**config.mk**
```make
export PLATFORM = sky130hd
export DESIGN_NAME = dmem_arbiter
export DESIGN_NICKNAME = d
export VERILOG_FILES = /design/src/rtl/dmem_arbiter.sv
export SDC_FILE = /design/constraint.sdc
export NUM_CORES = 1
export LEC_CHECK = 0
export ABC_AREA = 0
export CORE_MARGIN = 1.5
export CORE_UTILIZATION = 40
export CTS_BUF_LIST = sky130_fd_sc_hd__clkbuf_8
export CTS_CLUSTER_SIZE = 24
export DETAILED_ROUTE_END_ITERATION = 6
export PLACE_DENSITY = 0.84
export SYNTH_ARGS = -nofsm -noshare
export SYNTH_HDL_FRONTEND = slang
export SYNTH_SLANG_ARGS = --single-unit
export TNS_END_PERCENT = 30
```
**constraint.sdc**
```tcl
create_clock -name clk -period 2.6 [get_ports clk]
set_clock_uncertainty 0.2 [all_clocks]
set_input_delay 0.52 -clock clk [delete_from_list [all_inputs] [get_ports clk]]
set_output_delay 0.52 -clock clk [all_outputs]
set_load 0.02 [all_outputs]
```
**src/rtl/dmem_arbiter.sv**
```systemverilog
// dmem_arbiter: round-robin arbiter sharing one single-ported data memory
// among NUM_REQ requesters. It handles one access at a time: the access is
// issued, the arbiter waits MEM_LATENCY cycles, then completes to the owner.
// Optional feature macro: DMEM_ARB_FAST_WRITE_EN. When it is defined, a store
// finishes in ISSUE, and req_ready is its only completion indication.
module dmem_arbiter #(
  parameter int NUM_REQ     = 4,
  parameter int ADDR_WIDTH  = 8,
  parameter int DATA_WIDTH  = 16,
  parameter int MEM_LATENCY = 2
) (
  input  logic                             clk,
  input  logic                             reset,
  input  logic [NUM_REQ-1:0]               req_valid,
  input  logic [NUM_REQ-1:0]               req_write,
  input  logic [NUM_REQ*ADDR_WIDTH-1:0]    req_addr,
  input  logic [NUM_REQ*DATA_WIDTH-1:0]    req_wdata,
  output logic [NUM_REQ-1:0]               req_ready,
  output logic [NUM_REQ-1:0]               rsp_valid,
  output logic [DATA_WIDTH-1:0]            rsp_rdata,
  output logic                             mem_en,
  output logic                             mem_we,
  output logic [ADDR_WIDTH-1:0]            mem_addr,
  output logic [DATA_WIDTH-1:0]            mem_wdata,
  input  logic [DATA_WIDTH-1:0]            mem_rdata,
  output logic                             busy
);

  localparam int OW = (NUM_REQ > 1) ? $clog2(NUM_REQ) : 1;
  localparam int CW = $clog2(MEM_LATENCY + 1);

  typedef enum logic [1:0] {IDLE, ISSUE, WAIT, RESP} state_t;

  state_t          state_q, state_d;
  logic [OW-1:0]   last_q;      // most recent owner; the search starts just after it
  logic [OW-1:0]   owner_q;
  logic [CW-1:0]   cnt_q;
  logic [OW-1:0]   grant_idx, cand;
  logic            grant_found;

  // Round-robin pick: first set req_valid bit starting at last_q+1, wrapping.
  always_comb begin
    grant_found = 1'b0;
    grant_idx   = last_q;
    cand        = last_q;
    for (int i = 1; i <= NUM_REQ; i++) begin
      cand = OW'((int'(last_q) + i) % NUM_REQ);
      if (!grant_found && req_valid[cand]) begin
        grant_found = 1'b1;
        grant_idx   = cand;
      end
    end
  end

  // State register.
  always_ff @(posedge clk or posedge reset) begin
    if (reset) state_q <= IDLE;
    else       state_q <= state_d;
  end

  // Next-state logic.
  always_comb begin
    state_d = state_q;
    case (state_q)
      IDLE:  if (grant_found) state_d = ISSUE;
`ifdef DMEM_ARB_FAST_WRITE_EN
      ISSUE: state_d = mem_we ? IDLE : WAIT;
`else
      ISSUE: state_d = WAIT;
`endif
      WAIT:  if (cnt_q == '0) state_d = RESP;
      RESP:  state_d = IDLE;
      default: state_d = IDLE;
    endcase
  end

  // Datapath and registered outputs. The one-cycle pulses are cleared every
  // cycle and set only for the owner. mem_* payload holds between accesses.
  always_ff @(posedge clk or posedge reset) begin
    if (reset) begin
      last_q    <= OW'(NUM_REQ - 1);
      owner_q   <= '0;
      cnt_q     <= '0;
      req_ready <= '0;
      rsp_valid <= '0;
      rsp_rdata <= '0;
      mem_en    <= 1'b0;
      mem_we    <= 1'b0;
      mem_addr  <= '0;
      mem_wdata <= '0;
      busy      <= 1'b0;
    end else begin
      req_ready <= '0;
      rsp_valid <= '0;
      mem_en    <= 1'b0;
      busy      <= (state_d != IDLE);
      if (state_q == IDLE && grant_found) begin
        owner_q              <= grant_idx;
        last_q               <= grant_idx;
        mem_we               <= req_write[grant_idx];
        mem_addr             <= req_addr[int'(grant_idx)*ADDR_WIDTH +: ADDR_WIDTH];
        mem_wdata            <= req_wdata[int'(grant_idx)*DATA_WIDTH +: DATA_WIDTH];
        mem_en               <= 1'b1;
        req_ready[grant_idx] <= 1'b1;
      end
      if (state_q == ISSUE)
        cnt_q <= CW'(MEM_LATENCY - 1);
      else if (state_q == WAIT && cnt_q != '0)
        cnt_q <= cnt_q - 1'b1;
      if (state_q == WAIT && cnt_q == '0) begin
        rsp_rdata          <= mem_we ? '0 : mem_rdata;
        rsp_valid[owner_q] <= 1'b1;
      end
    end
  end

endmodule

```
==> flow_results.org <==
** Run status
- Result of the run :: complete, no violations

** Global route
- The initial antenna violation count was 0.
- Vias in the first global route :: 2,908
- Wire length of the first global-routing pass :: 15,100 microns
- For this run the aggregate overflow at the end of global routing stands at 0.
- For this run, the total global-route usage over all layers was measured as 0.238.
- Maximum number of pins on one net before global-route repair :: 60

** Floorplan
- Die Span X :: 90.0 microns
- Die boundary height :: 90.0 microns
- The floorplan step defined a die boundary enclosing slightly above 8000 sq um.
- Number of top-level pins :: 173
- The initial utilization of the core area, before any placement, comes to 0.415.
- Std-Cell Rows :: 31
- After floorplanning, the core was sized to cover 7290 sq um.

** Synthesis
- Mean cell area of the mapped netlist :: 11.0 sq um
- By area the synthesized netlist is led by sky130_fd_sc_hd__dfrtp_1 (47%), sky130_fd_sc_hd__mux2i_1 (17%), sky130_fd_sc_hd__o221ai_1 (6.9%), sky130_fd_sc_hd__nand2_1 (5.6%), sky130_fd_sc_hd__nand2b_1 (3.5%).
- Area share of the leading cell type in the synthesized netlist :: 0.471
- In this run, synthesis inferred 0 flip-flops with an integrated enable.
- Portion of the post-synthesis area used by sequential elements :: 0.488
- The cell count after synthesis came out at approximately 280.
- In the synthesized netlist the dominant register cell turns out to be sky130_fd_sc_hd__dfrtp_1.
- Among all cell types in the netlist, the one instantiated most often is sky130_fd_sc_hd__dfrtp_1.
- Post-synth ARST share :: 1.00
- Count of unique library cells instantiated by Yosys :: 32
- The synthesized netlist occupies a cell area of around 3000 sq um.
- Counting every net in the synthesized netlist gives 402.
- Counting flops and latches in the post-synthesis netlist gives 59.
- Area leader, netlist :: sky130_fd_sc_hd__dfrtp_1
- Most used standard cells in the synthesized netlist :: sky130_fd_sc_hd__dfrtp_1 (57), sky130_fd_sc_hd__mux2i_1 (51), sky130_fd_sc_hd__nand2_1 (45)
- Synth warnings :: 0

** Power and ir drop
- Clock power share :: 0.151
- Of the total power, registers draw 0.292.
- P_sw :: approximately 2.1 mW
- Of the total power, combinational logic draws 0.557.
- Static leakage power :: between 2 and 2.5 nW
- The worst-case IR drop observed on VDD is 0.802 mV.
- Power per Cell Area :: around 1100 nW/um^2
- Cell-internal power :: 3.27 mW
- Total Power Consumption :: 5.41 mW
- Switching share of power :: 0.397

** CTS
- Post-CTS Setup Inserts :: 0
- Clock-pin transition on the worst setup and hold timing paths :: 70 ps
- The later pin in the worst-skew pair is clocked with a latency of about 320 ps.
- Post-CTS repair changed the size of 0 cells.
- Sinks on the clock net :: 59
- TritonCTS clock tree :: done
- Counting the buffers created by CTS gives 9.
- The root buffer cell chosen for the clock tree is sky130_fd_sc_hd__clkbuf_8.
- Count of hold-fix buffers inserted at cts :: 0
- The clock tree synthesis step divided the H-tree into 3 levels.
- Clk buf depth :: 2

** Critical path
- Max stage delay cell, worst path :: sky130_fd_sc_hd__clkdlybuf4s50_1
- Data required time at the worst endpoint :: 2580 ps
- Setup crit start kind :: input port
- CP Cell Sequence :: clkdlybuf4s50_1 > mux2i_1 > o221ai_4 > buf_12 > mux2i_1 > o221ai_1
- In this run the worst path has a maximum fanout of 34.
- Cell with the most instances on the worst path :: sky130_fd_sc_hd__mux2i_1
- Data arrival at the endpoint of the critical path :: 2270 ps
- Endpoint class of the critical path :: register
- By startpoint and endpoint, the worst setup path is classified as in -> reg.
- For this run, the slowest stage of the critical path takes 580 ps.

** Final layout
- Once layout is complete, the cells apart from fillers number about 560.
- The net count of the finished layout is 580.
- Final instance area :: 5040 sq um
- Area Overhead vs Synth :: 66.5%
- The multi-input combinational cells in the finished layout cover a total of 1360 sq um.
- The filler cells instantiated in the layout total 588.
- Antenna diode count :: 0
- Once layout is complete, the utilization of the core stands at 0.691.
- In the final layout, flip-flops and latches occupy approximately 1500 sq um.
- Share of layout cells above drive strength 1 :: 0.0850

** Placement
- Timing analysis after detailed placement gives a worst setup slack of -9.03 ps.
- After detailed placement, the total cell area comes to 4850 sq um.
- Once detailed placement completed, the half-perimeter wirelength came to 7470 microns.
- Post-Place Cells :: 542
- Final weighted congestion in routability-driven placement :: between 0.8 and 0.9
- Number of buffers inserted by port buffering :: 172

** STA
- For the pin with the worst max-slew slack, the measured transition is between 300 and 400 ps.
- Timing would allow up to 0.438 GHz.
- Final period demand of the worst path :: 2280 ps
- Worst-case setup margin in the final layout :: 316 ps
- The worst pin sits at a relative slew slack of 0.778.
- On the final layout, the worst hold slack is 280 ps.
- Summed negative setup slack over all endpoints :: 0 ps
- Of the available clock period, the critical path in the final layout requires 0.878.
- Number of pins exceeding their max-slew limit in the final report :: 0
- Unrepaired setup endpoints after global routing :: false
- Final hold violations :: 0
- Setup violations remaining at the end of the flow were counted as 0.

** Run
- Count of max-cap constraint violations :: 0

** Drt
- In this run the remaining antenna-violating nets after routing total 0.
- Initial DRC count :: 108
- DR vias/cell :: 5.09
- Final Routed Wirelength :: 9690 microns
- The first TritonRoute pass finished after 4 iterations.
- After detailed routing, the average wire length per cell comes to between 15 and 20 microns.
- Number of remaining DRC errors :: 0
- Count of vias placed by the detailed router :: 2,843

** Worst hold path
- Type of the tightest min-delay check :: reg -> reg
[logic make-up (layout without fill, tap and decap cells)]
group / count (synthesis) / after routing / synth area share
buf+inv: 26 / 209 / 0.0657
mux: 51 / 51 / 0.169
simple gates: 82 / 82 / 0.129
xor+xnor: 1 / 1 / 0.00289
flops: 59 / 59 / 0.488
compound gates: 53 / 53 / 0.129
fa+ha+maj: 4 / 4 / 0.0165
[critical path, delay by kind of cell]
family / cells / cell delay, ps
muxes: 2 / 460
AOI/OAI and AO/OA: 2 / 410
buffers and inverters: 2 / 860
[flip-flops by register name, indices dropped and copies added (netlist names), 2 cells and up]
name / count
rsp_rdata: 16
last_q: 2
req_ready: 4
cnt_q: 2
state_q: 2
mem_wdata: 16
mem_addr: 8
rsp_valid: 4
owner_q: 2
[power groups by stage]
stage	clock, mW	combinational [mW]	sequential (mW)
6_report	0.817	3.02	1.58
2_1_floorplan	0	1.48	1.98
3_3_place_gp	0	2.94	1.58
4_1_cts	0.834	3.04	1.58
5_1_grt	0.885	3.24	1.63
3_5_place_dp	0	3.04	1.59
[cell type report]
type                            count  share of cell area
Inverter                            9             0.00670
Multi-Input combinational cell    191               0.270
Timing Repair Buffer              184               0.367
Sequential cell                    59               0.293
Clock inverter                      6              0.0112
Clock buffer                       10              0.0273
Tap cell                           99              0.0246
[cell usage in the layout (no fill, tap or decap), drive strengths merged, types with 2 or more instances in the layout]
| cell type | netlist | routed |
|---|---|---|
| clkdlybuf4s50 | 0 | 172 |
| dfrtp | 57 | 57 |
| mux2i | 51 | 51 |
| nand2 | 48 | 48 |
| o221ai | 26 | 26 |
| o21ai | 20 | 20 |
| nand2b | 17 | 17 |
| buf | 13 | 12 |
| clkbuf | 4 | 10 |
| inv | 9 | 10 |
| nor2 | 6 | 6 |
| ha | 4 | 4 |
| a21oi | 3 | 3 |
| clkinv | 0 | 3 |
| nor3 | 2 | 2 |
| and3 | 2 | 2 |
| nor3b | 2 | 2 |
| dfstp | 2 | 2 |
[routing by layer]
metal | share of wire | routed length (microns) | up-vias | global-route usage
met5 | 0 | 0 | - | 0
met4 | 0.022 | 215 | 0 | 0.0992
met3 | 0.053 | 514 | 19 | 0.0533
met2 | 0.52 | 5080 | 95 | 0.418
met1 | 0.40 | 3880 | 1388 | 0.277
li1 | - | - | 1341 | -
[final timing paths]
check | slack [ps] | depth (start not counted) | endpoint | start
min reg2reg | 280 | 2 | rsp_rdata[3] | rsp_rdata[3]
max reg2reg | 520 | 5 | mem_wdata[9] | last_q[1]
min in group asynchronous | 370 | 3 | rsp_rdata[10] | reset
min | 280 | 2 | rsp_rdata[3] | rsp_rdata[3]
max | 320 | 6 | mem_wdata[9] | req_valid[3]
max in group asynchronous | 1500 | 3 | last_q[0] | reset
(Power assumes the default switching activity.)
